$ cat src/rtl/weight_loader.sv
`default_nettype none
// ============================================================================
//  Module      : weight_loader
//  Description : Streams layer weights from a valid/ready source into the
//                per-neuron weight memories (one-hot wen, shared addr/data).
//  Revision    : 1.0 - initial release
// ============================================================================
module weight_loader #(
    parameter int NUM_NEURON = 30,
    parameter int NUM_WEIGHT = 30,
    parameter int DATA_WIDTH = 16,
    parameter int ADDR_WIDTH = $clog2(NUM_WEIGHT),
    parameter int NIDX_WIDTH = $clog2(NUM_NEURON)
) (
    input  logic                  clk,
    input  logic                  rst,
    input  logic                  start,
    input  logic                  s_valid,
    input  logic [DATA_WIDTH-1:0] s_data,
    input  logic                  s_last,
    output logic                  s_ready,
    output logic [NUM_NEURON-1:0] mem_wen,
    output logic [ADDR_WIDTH-1:0] mem_wadd,
    output logic [DATA_WIDTH-1:0] mem_win,
    output logic                  busy,
    output logic                  done,
    output logic                  err
);

    localparam logic [1:0] c_IDLE = 2'd0;
    localparam logic [1:0] c_LOAD = 2'd1;
    localparam logic [1:0] c_DONE = 2'd2;

    localparam logic [ADDR_WIDTH-1:0] c_W_LAST = ADDR_WIDTH'(NUM_WEIGHT - 1);
    localparam logic [NIDX_WIDTH-1:0] c_N_LAST = NIDX_WIDTH'(NUM_NEURON - 1);

    logic [1:0]            r_state;
    logic [ADDR_WIDTH-1:0] r_w_idx;
    logic [NIDX_WIDTH-1:0] r_n_idx;
    logic [NUM_NEURON-1:0] r_wen;
    logic [ADDR_WIDTH-1:0] r_wadd;
    logic [DATA_WIDTH-1:0] r_win;
    logic                  r_busy;
    logic                  r_done;
    logic                  r_err;

    logic                  w_ready;
    logic                  w_accept;
    logic                  w_w_wrap;
    logic                  w_final;
    logic [NUM_NEURON-1:0] w_onehot;

    assign w_ready  = (r_state == c_LOAD);
    assign w_accept = s_valid & w_ready;
    assign w_w_wrap = (r_w_idx == c_W_LAST);
    assign w_final  = w_w_wrap && (r_n_idx == c_N_LAST);

    // Neuron index to write-enable decode; an out-of-range index yields no enable.
    generate
        for (genvar n = 0; n < NUM_NEURON; n++) begin : g_wen_dec
            assign w_onehot[n] = (r_n_idx == NIDX_WIDTH'(n));
        end
    endgenerate

    always_ff @(posedge clk) begin
        if (rst) begin
            r_state <= c_IDLE;
            r_w_idx <= '0;
            r_n_idx <= '0;
            r_wen   <= '0;
            r_wadd  <= '0;
            r_win   <= '0;
            r_busy  <= 1'b0;
            r_done  <= 1'b0;
            r_err   <= 1'b0;
        end else begin
            r_wen  <= '0;
            r_done <= 1'b0;
            case (r_state)
                c_IDLE: begin
                    if (start) begin
                        r_state <= c_LOAD;
                        r_busy  <= 1'b1;
                        r_w_idx <= '0;
                        r_n_idx <= '0;
                        r_err   <= 1'b0;
                    end
                end
                c_LOAD: begin
                    if (w_accept) begin
                        r_wen  <= w_onehot;
                        r_wadd <= r_w_idx;
                        r_win  <= s_data;
                        if (w_w_wrap) begin
                            r_w_idx <= '0;
                            r_n_idx <= r_n_idx + 1'b1;
                        end else begin
                            r_w_idx <= r_w_idx + 1'b1;
                        end
                        // Framing: s_last must coincide exactly with the final beat.
                        if (w_final) begin
                            r_busy <= 1'b0;
                            if (s_last) begin
                                r_state <= c_DONE;
                            end else begin
                                r_state <= c_IDLE;
                                r_err   <= 1'b1;
                            end
                        end else if (s_last) begin
                            r_state <= c_IDLE;
                            r_busy  <= 1'b0;
                            r_err   <= 1'b1;
                        end
                    end
                end
                c_DONE: begin
                    r_done  <= 1'b1;
                    r_state <= c_IDLE;
                end
                default: begin
                    r_state <= c_IDLE;
                    r_busy  <= 1'b0;
                end
            endcase
        end
    end

    assign s_ready  = w_ready;
    assign mem_wen  = r_wen;
    assign mem_wadd = r_wadd;
    assign mem_win  = r_win;
    assign busy     = r_busy;
    assign done     = r_done;
    assign err      = r_err;

endmodule
`default_nettype wire

$ cat config.mk
export PLATFORM = sky130hd
export DESIGN_NAME = weight_loader
export DESIGN_NICKNAME = d
export VERILOG_FILES = /design/src/rtl/weight_loader.sv
export SDC_FILE = /design/constraint.sdc
export NUM_CORES = 1
export LEC_CHECK = 0
export BUFFER_PORTS_ARGS = -buffer_cell sky130_fd_sc_hd__buf_2
export CORE_MARGIN = 4
export CORE_UTILIZATION = 40
export CTS_BUF_LIST = sky130_fd_sc_hd__clkbuf_8
export DETAILED_ROUTE_END_ITERATION = 10
export PLACE_DENSITY = 0.66
export SKIP_CTS_REPAIR_TIMING = 1
export SLEW_MARGIN = 30
export SYNTH_ARGS = -nofsm -noshare
export SYNTH_HDL_FRONTEND = slang
export SYNTH_SLANG_ARGS = --single-unit
export TNS_END_PERCENT = 100
$ cat constraint.sdc
create_clock -name clk -period 2.2 [get_ports clk]
set_clock_uncertainty 0.05 [all_clocks]
set_input_delay 0.22 -clock clk [delete_from_list [all_inputs] [get_ports clk]]
set_output_delay 0.22 -clock clk [all_outputs]
set_load 0.1 [all_outputs]
# Word level (Yosys, flattened, before mapping)
# Index checks and enable logic that the tools add are counted.
# Widths: inputs -> output; s select.
# totals
wordCells	88
output_inout_bits	55
ff_bits	66
# classes
add_sub_neg	2
eq_ne	37
bitwise_logic	4
n_reduce_logical	11
n_mux	25
# ops
cell	n
$eq 5x5->1 const B	15
$eq 5x4->1 const B	8
$mux 5	5
$eq 5x3->1 const B	4
$pmux 5 s2	2
$add 5x1->5 const B	2
$eq 5x2->1 const B	2
$mux 1	10
$mux 2	5
$reduce_and 4->1	2
$reduce_and 3->1	2
$eq 5x1->1 const B	1
$logic_not 5->1	1
$reduce_and 5->1	1
$ne 2x1->1 const B	2
$pmux 2 s2	1
$ne 3x2->1 const B	1
$ne 3x3->1 const B	1
$not 1->1	3
$pmux 1 s3	1
$reduce_or 3->1	1
$eq 2x1->1 const B	1
$eq 2x2->1 const B	1
$logic_not 2->1	1
6 further kinds	6

# Depth between registers and ports, before layout
# Gate-level depths: netlist (run 1).
# logic_depth
depth_word	5
depth_mapped	7

# Least setup slack after synthesis (run 1)
# No wires, ideal clock.
# synth_timing
kind	reg2reg
startpoint	register r_state[0]
endpoint	register r_w_idx[3]
n_path_buf	1
t_arrival_ns	1.558
path_slack_ns	0.501
stages_incl_launch_ff	7
synth_period_minus_slack_ns	1.699
cell_sequence	dfxtp_1 > nand2b_1 > inv_2 > and2_1 > buf_2 > a41oi_1 > a311oi_1
# synth_via
elab_chain_len	4
word_cells_on_any_way	8
classes_between	eq/ne (3); mux (1); bitwise (1); reduce/logical (3)
# synth_rtl
item	line	text
from (decl)	37	logic [1:0] r_state;
from (signal assigned)	67	r_state <= c_IDLE;
from (signal assigned)	82	r_state <= c_LOAD;
from (signal assigned)	104	r_state <= c_DONE;
$eq 2x1->1 *	53	assign w_ready = (r_state == c_LOAD);
named net s_ready	21	output logic s_ready,
$and 1x1->1	54	assign w_accept = s_valid & w_ready;
$ne 2x1->1 (no source line)	n/a	
$reduce_and 3->1 (no source line)	n/a	
to (signal assigned)	98	r_w_idx <= r_w_idx + 1'b1;
to (decl)	38	logic [ADDR_WIDTH-1:0] r_w_idx;
# The timed path passes the listed nets; every way through them passes the cells marked *.
# A chain may end at the register's enable or synchronous reset.

# Final worst setup path (run 1)
# layout_timing
startpoint	register r_state[0]
endpoint	output s_ready
# layout_via
elab_chain_len	1
# layout_rtl
item	line
$eq 2x1->1	53
to (decl)	21
# No other way between the ends.

==> impl_results.md, run 1 <==
* Run status: finished, final reports clean
* DP Cell Count at 402
* Net Sw Frac at 28.9%
* Sw power at 0.681 mW
* Slowest CP cell: dfxtp_2
* Clock sink count at 66
* Synthesis-stage register bit count at 66
* Combinational Power Share at 10.8%
* Peak supply drop at about 0.36 mV
* Worst path bufs/invs at 2
* Fin. Hold Viols at 0
* Fin Setup TNS at 0 ns
* Antenna Cells at 0
* Crit-path cells: nand2b_1 > inv_2 > buf_2
* Internal power at 1.68 mW
* Syn. warnings at 0
* Synth Instances at 265
* Fin area at 2970 um^2
* Most frequent cells in the layout: buf_2 (75), dfxtp_1 (65), nand2_1 (51)
* IO Port Bufs at 75
* Critical Path Start Type: flop
* Most common cell after layout, fill and taps aside: buf_2
* Final setup violation count at 0
* Clock Power Share at 37.1%
* DR iter-0 viols at 71
* Dpl ws at 0.405 ns
* Critical path arrival at 1.61 ns
* Leakage Power at 1.34 nW
* Starting Density at 42.1%
* CP Data Required Time at 1.93 ns
* Worst-path clk slew at ~0.070 ns
* Cell variety after synth at 37
* Crit Path Max Fanout at 14
* Clock latency on the worst-skew pair at 0.34 ns
* Die height at 84.9 um
* CP Capture Type: primary output
* Total Power at 2.36 mW
* F_max at 531 MHz
* PnR worst setup slack at 0.317 ns
* Post-route insts no fill at 418
* Sequential fraction of the synthesis area at 55.9%
* Max Cap Violations at 0
* I/O Pins at 76
* Total die area at 7200 um^2
* Seq pwr share at between 50% and 60%
* Initial antenna violation count at 0
* Largest stage delay, worst path at a little under 0.5 ns
* Worst slew pin tran at around 0.49 ns
* Worst Hold Class: input pin to flop
* Total Routing Usage GR at 14.9%
* Core footprint at 5610 um^2
* Post-Place Cell Area at ~2800 um^2
* Area Growth Syn to Fin at 25.7%
* Global placement routability congestion at roughly 0.79
* Nets at approximately 370
* WL per Instance at 12.3 um
* Total gr overflow at 0
* Mapped Avg Cell Area at about 8.9 um^2
* Syn nets at 293
* Vias/cell at 4.73
* CTS Root Cell: clkbuf_8
* DRC Markers at 0
* Die width at 84.9 um
* Std cell rows at 27
* WHS at about 0.056 ns
* Remaining antenna violation count at 0
* CTS tree: built
* Minimum clock period at 1.88 ns
* Vias in the first global route at 1,864
* Largest net degree at the start of global routing at 39
* RSZ-0062 raised after global routing: false
* DR pass1 iterations at 4
* TritonCTS Buffers at 9
* Top delay family on crit path: buffers and inverters
* First-pass GRT wire length at 8.49 mm
* Max-slew violation total from the final report at 0
* Worst setup path class: flop to primary output
* Final Util at 53.0%
* WL final at roughly 5.2 mm
* Clock Tree Buf Depth at 2
* Pwr Density at 795 nW/um^2
* Layout cells sized above 1 at between 30% and 40%
* CTS HTree Levels at 3
* DR vias at 1,979
* Tcrit/Tclk final at 85.6%
* HPWL after detailed placement at 3.68 mm
* Synthesized area at 2360 um^2
* Slew Limit Headroom at 67.3%
-- final timing paths --
check	from	endpoint	slack, ns	depth (start not counted)
max	r_state[0]$_SDFFE_PP0P_	s_ready	0.32	3
min	s_data[13]	mem_win[13]$_SDFFE_PP0P_	0.06	3
max reg2reg	r_w_idx[0]$_SDFFE_PP0P_	r_n_idx[3]$_SDFFE_PP0P_	0.50	5
min reg2reg	mem_win[9]$_SDFFE_PP0P_	mem_win[9]$_SDFFE_PP0P_	0.40	2
-- layout make-up --
cell class,instances,area [um^2]
Clock buffer,9,124
Clock inverter,7,46.3
Fill cell,540,2640
Inverter,6,22.5
Multi-Input combinational cell,178,952
Sequential cell,66,1320
Tap cell,72,90.1
Timing Repair Buffer,80,413
-- worst reg2reg max path, stage by stage, from the launching register on --
cell,delay [ns]
dfxtp_1,0.43
ha_1,0.20
nand4_1,0.15
a211oi_2,0.45
nand4_1,0.17
mux2i_1,0.14
-- cells by family (layout without fill, tap and decap cells) --
group,after synthesis,in the layout,synth area share [%]
flip-flops,66,66,55.9
adder cells (fa/ha/maj),7,7,3.71
multiplexers,3,3,1.27
AO/OA/AOI/OAI,39,39,10.3
XOR/XNOR,2,2,0.742
buffers and inverters,21,102,3.76
AND/OR/NAND/NOR,127,127,24.3
-- power by group through the flow --
stage               logic [mW]  clock network, mW  registers [mW]
finish                   0.255              0.875            1.23
global route             0.274              0.956            1.23
CTS                      0.257              0.900            1.23
detailed placement       0.257                  0            1.26
global placement         0.256                  0            1.26
floorplan               0.0930                  0            1.36
-- synth_stat cells, drive strengths merged --
library cell   n  area share [%]
a21oi         25             5.3
nand2b         6             1.6
clkbuf        11             1.9
a211oi         1            0.53
xnor2          2            0.74
dfxtp         66              56
or3            3            0.79
or2            3            0.79
nor2          37             5.9
o22ai          1            0.26
a41oi          1            0.37
ha             7             3.7
mux2i          3             1.3
a221oi         1            0.37
o221a          1            0.48
o21ai          3            0.64
nand3          7             1.5
nor2b          2            0.53
o311a          1            0.42
nor3b          2            0.64
and2           2            0.53
nor3           3            0.85
a311oi         1            0.37
buf            4            0.95
nand4          6             1.6
nand3b         2            0.64
a2111oi        1            0.37
inv            6            0.95
nand2         51             8.1
and4           1            0.37
and3           2            0.53
o211a          1            0.42
o32ai          2            0.74
-- flip-flops by register name, summed over array words and instances, names as in the netlist --
| register | cells |
|---|---|
| mem_wen | 30 |
| mem_win | 16 |
| mem_wadd | 5 |
| r_n_idx | 5 |
| r_w_idx | 5 |
| r_state | 2 |
| busy | 1 |
| done | 1 |
| err | 1 |
-- metal layers --
metal	global-route usage, %	vias up	part of all wire (%)
li1	-	1035	-
met2	22.3	50	43
met4	7.34	0	2.7
met1	18.6	884	48
met5	0	-	0
met3	5.73	10	5.8
Note: power is estimated with default switching activity, not from simulation.
==> run 2, diff against run 1 <==
--- a/config.mk
+++ b/config.mk
@@ -7,10 +7,10 @@
 export LEC_CHECK = 0
 export BUFFER_PORTS_ARGS = -buffer_cell sky130_fd_sc_hd__buf_2
 export CORE_MARGIN = 4
-export CORE_UTILIZATION = 40
+export CORE_UTILIZATION = 56
 export CTS_BUF_LIST = sky130_fd_sc_hd__clkbuf_8
 export DETAILED_ROUTE_END_ITERATION = 10
-export PLACE_DENSITY = 0.66
+export PLACE_DENSITY = 0.88
 export SKIP_CTS_REPAIR_TIMING = 1
 export SLEW_MARGIN = 30
 export SYNTH_ARGS = -nofsm -noshare
==> run 2 against run 1 <==
Against the previous run:
- register-to-register slack got worse by 0.18 ns
- worst hold slack gained 0.011 ns
- cell area shrank 0.97%
- critical path type unchanged
==> impl_results.md, run 2 (synthesized netlist as in run 1, its figures left out) <==
* CTS Root Cell: clkbuf_8
* Area of the multi-input gates at 952 um^2 (unchanged)
* Most common cell after layout, fill and taps aside: buf_2
* Total Power at 2.44 mW (+3.5%)
* Largest stage delay, worst path at 0.63 ns (+0.14 ns)
* Fin Setup TNS at 0 ns (unchanged)
* CTS HTree Levels at 3 (unchanged)
* I/O Pins at 76 (unchanged)
* Layout cells sized above 1 at 28.6% (-1.5 points)
* Worst-path clk slew at 0.07 ns (about the same)
* Area Growth Syn to Fin at 24.5%
* CP Data Required Time at 1.93 ns (about the same)
* Vias/cell at 5.22 (+10%)
* Worst slew pin tran at 0.651 ns (+0.163 ns)
* Remaining antenna violation count at 0 (unchanged)
* Crit-path cells: nand2b_1 > inv_2 > buf_2
* F_max at 488 MHz (-8.1%)
* Most frequent cells in the layout: buf_2 (75), dfxtp_1 (66), nand2_1 (51)
* Tcrit/Tclk final at 93.1% (+7.5 points)
* CTS tree: built
* HPWL after detailed placement at 3.69 mm (+0.28%)
* CP Capture Type: primary output
* Worst Hold Class: input pin to flop
* Slowest CP cell: dfxtp_1
* RSZ-0062 raised after global routing: false
* Std cell rows at 23 (-15%)
* Pwr Density at 831 nW/um^2 (+4.5%)
* DP Cell Count at 378 (-6.0%)
* Crit Path Max Fanout at 14 (unchanged)
* Worst setup path class: flop to primary output
* Fin. Hold Viols at 0 (unchanged)
* Dpl ws at 0.374 ns (-0.0312 ns)
* Critical path arrival at 1.78 ns (+0.17 ns)
* FILL cells at 310 (-43%)
* DR iter-0 viols at 106 (+49%)
* Minimum clock period at 2.05 ns (+0.165 ns)
* Nets at 367 (-0.54%)
* Max Cap Violations at 0 (unchanged)
* Initial antenna violation count at 0 (unchanged)
* Fin area at 2940 um^2 (-0.97%)
* Slew Limit Headroom at 56.5% (-11 points)
* Antenna Cells at 0 (unchanged)
* WHS at 0.0670 ns (+0.0113 ns)
* Total die area at 5320 um^2 (-26%)
* Clock latency on the worst-skew pair at 0.33 ns (about the same)
* Register area at 1320 um^2 (about the same)
* Vias in the first global route at 1,846 (-0.97%)
* Clock Tree Buf Depth at 2 (unchanged)
* WL per Instance at 13.2 um (+6.8%)
* Run status: finished, final reports clean
* PnR worst setup slack at 0.151 ns (-0.165 ns)
* Post-Place Cell Area at 2760 um^2 (-1.5%)
* Max reg flops at 30 (unchanged)
* Global placement routability congestion at 0.774 (-2.6%)
* DR pass1 iterations at 4 (unchanged)
* Top delay family on crit path: flip-flops
* WL final at 5.18 mm (+0.39%)
* Final Util at 73.0% (+20 points)
* Max-slew violation total from the final report at 0 (unchanged)
* Final setup violation count at 0 (unchanged)
* Peak supply drop at 0.456 mV (+27%)
* Core footprint at 4030 um^2 (-28%)
* Clock sink count at 66 (unchanged)
* Die width at 73.0 um (-14%)
* Worst path bufs/invs at 2 (unchanged)
* First-pass GRT wire length at 8.14 mm (-4.2%)
* Total Routing Usage GR at 19.8% (+5.0 points)
* Largest net degree at the start of global routing at 39 (unchanged)
* IO Port Bufs at 75 (unchanged)
* DR vias at 2,050 (+3.6%)
* Post-route insts no fill at 393 (-6.0%)
* Die height at 73.0 um (-14%)
* TritonCTS Buffers at 9 (unchanged)
* Leakage Power at 1.34 nW (+0.15%)
* Starting Density at 58.6% (+17 points)
* DRC Markers at 0 (unchanged)
* Critical Path Start Type: flop
* Total gr overflow at 0 (unchanged)
## run 2: final cells by class
cell class / instances / share of cell area [%]
inverters: 6 / 0.766
clock buffers: 10 / 4.68
flip-flops and latches: 66 / 44.9
multi-input cells: 178 / 32.4
well taps: 50 / 2.13
repair buffers: 78 / 13.5
clock inverters: 5 / 1.62
## run 2: metal layers
| layer | global-route usage [%] | up-vias | share of wire, % |
|---|---|---|---|
| met2 | 32.9 | 69 | 50 |
| met5 | 0 | - | 0 |
| met1 | 23.3 | 944 | 42 |
| li1 | - | 1025 | - |
| met4 | 11.3 | 0 | 1.7 |
| met3 | 4.82 | 12 | 6.6 |
## run 2: power by group
part | switching [mW] | internal (mW) | total (mW)
registers | 0.0176 | 1.21 | 1.23
logic | 0.195 | 0.0581 | 0.253
clock network | 0.423 | 0.536 | 0.959
total | 0.635 | 1.81 | 2.44
## run 2: final timing paths
| path | startpoint | end | slack, ns | depth (start not counted) |
|---|---|---|---|---|
| setup / recovery | r_state[0]$_SDFFE_PP0P_ | s_ready | 0.15 | 3 |
| hold / removal | s_data[14] | mem_win[14]$_SDFFE_PP0P_ | 0.07 | 3 |
| setup reg to reg | r_state[0]$_SDFFE_PP0P_ | mem_win[8]$_SDFFE_PP0P_ | 0.32 | 5 |
| hold reg to reg | mem_win[0]$_SDFFE_PP0P_ | mem_win[0]$_SDFFE_PP0P_ | 0.40 | 2 |
## run 2: worst register-to-register path: cells and delay by family (launching register included)
family,cells,cell delay [ns]
and+or+nand+nor,3,0.85
buffers and inverters,1,0.12
AOI/OAI and AO/OA,1,0.09
DFF,1,0.63
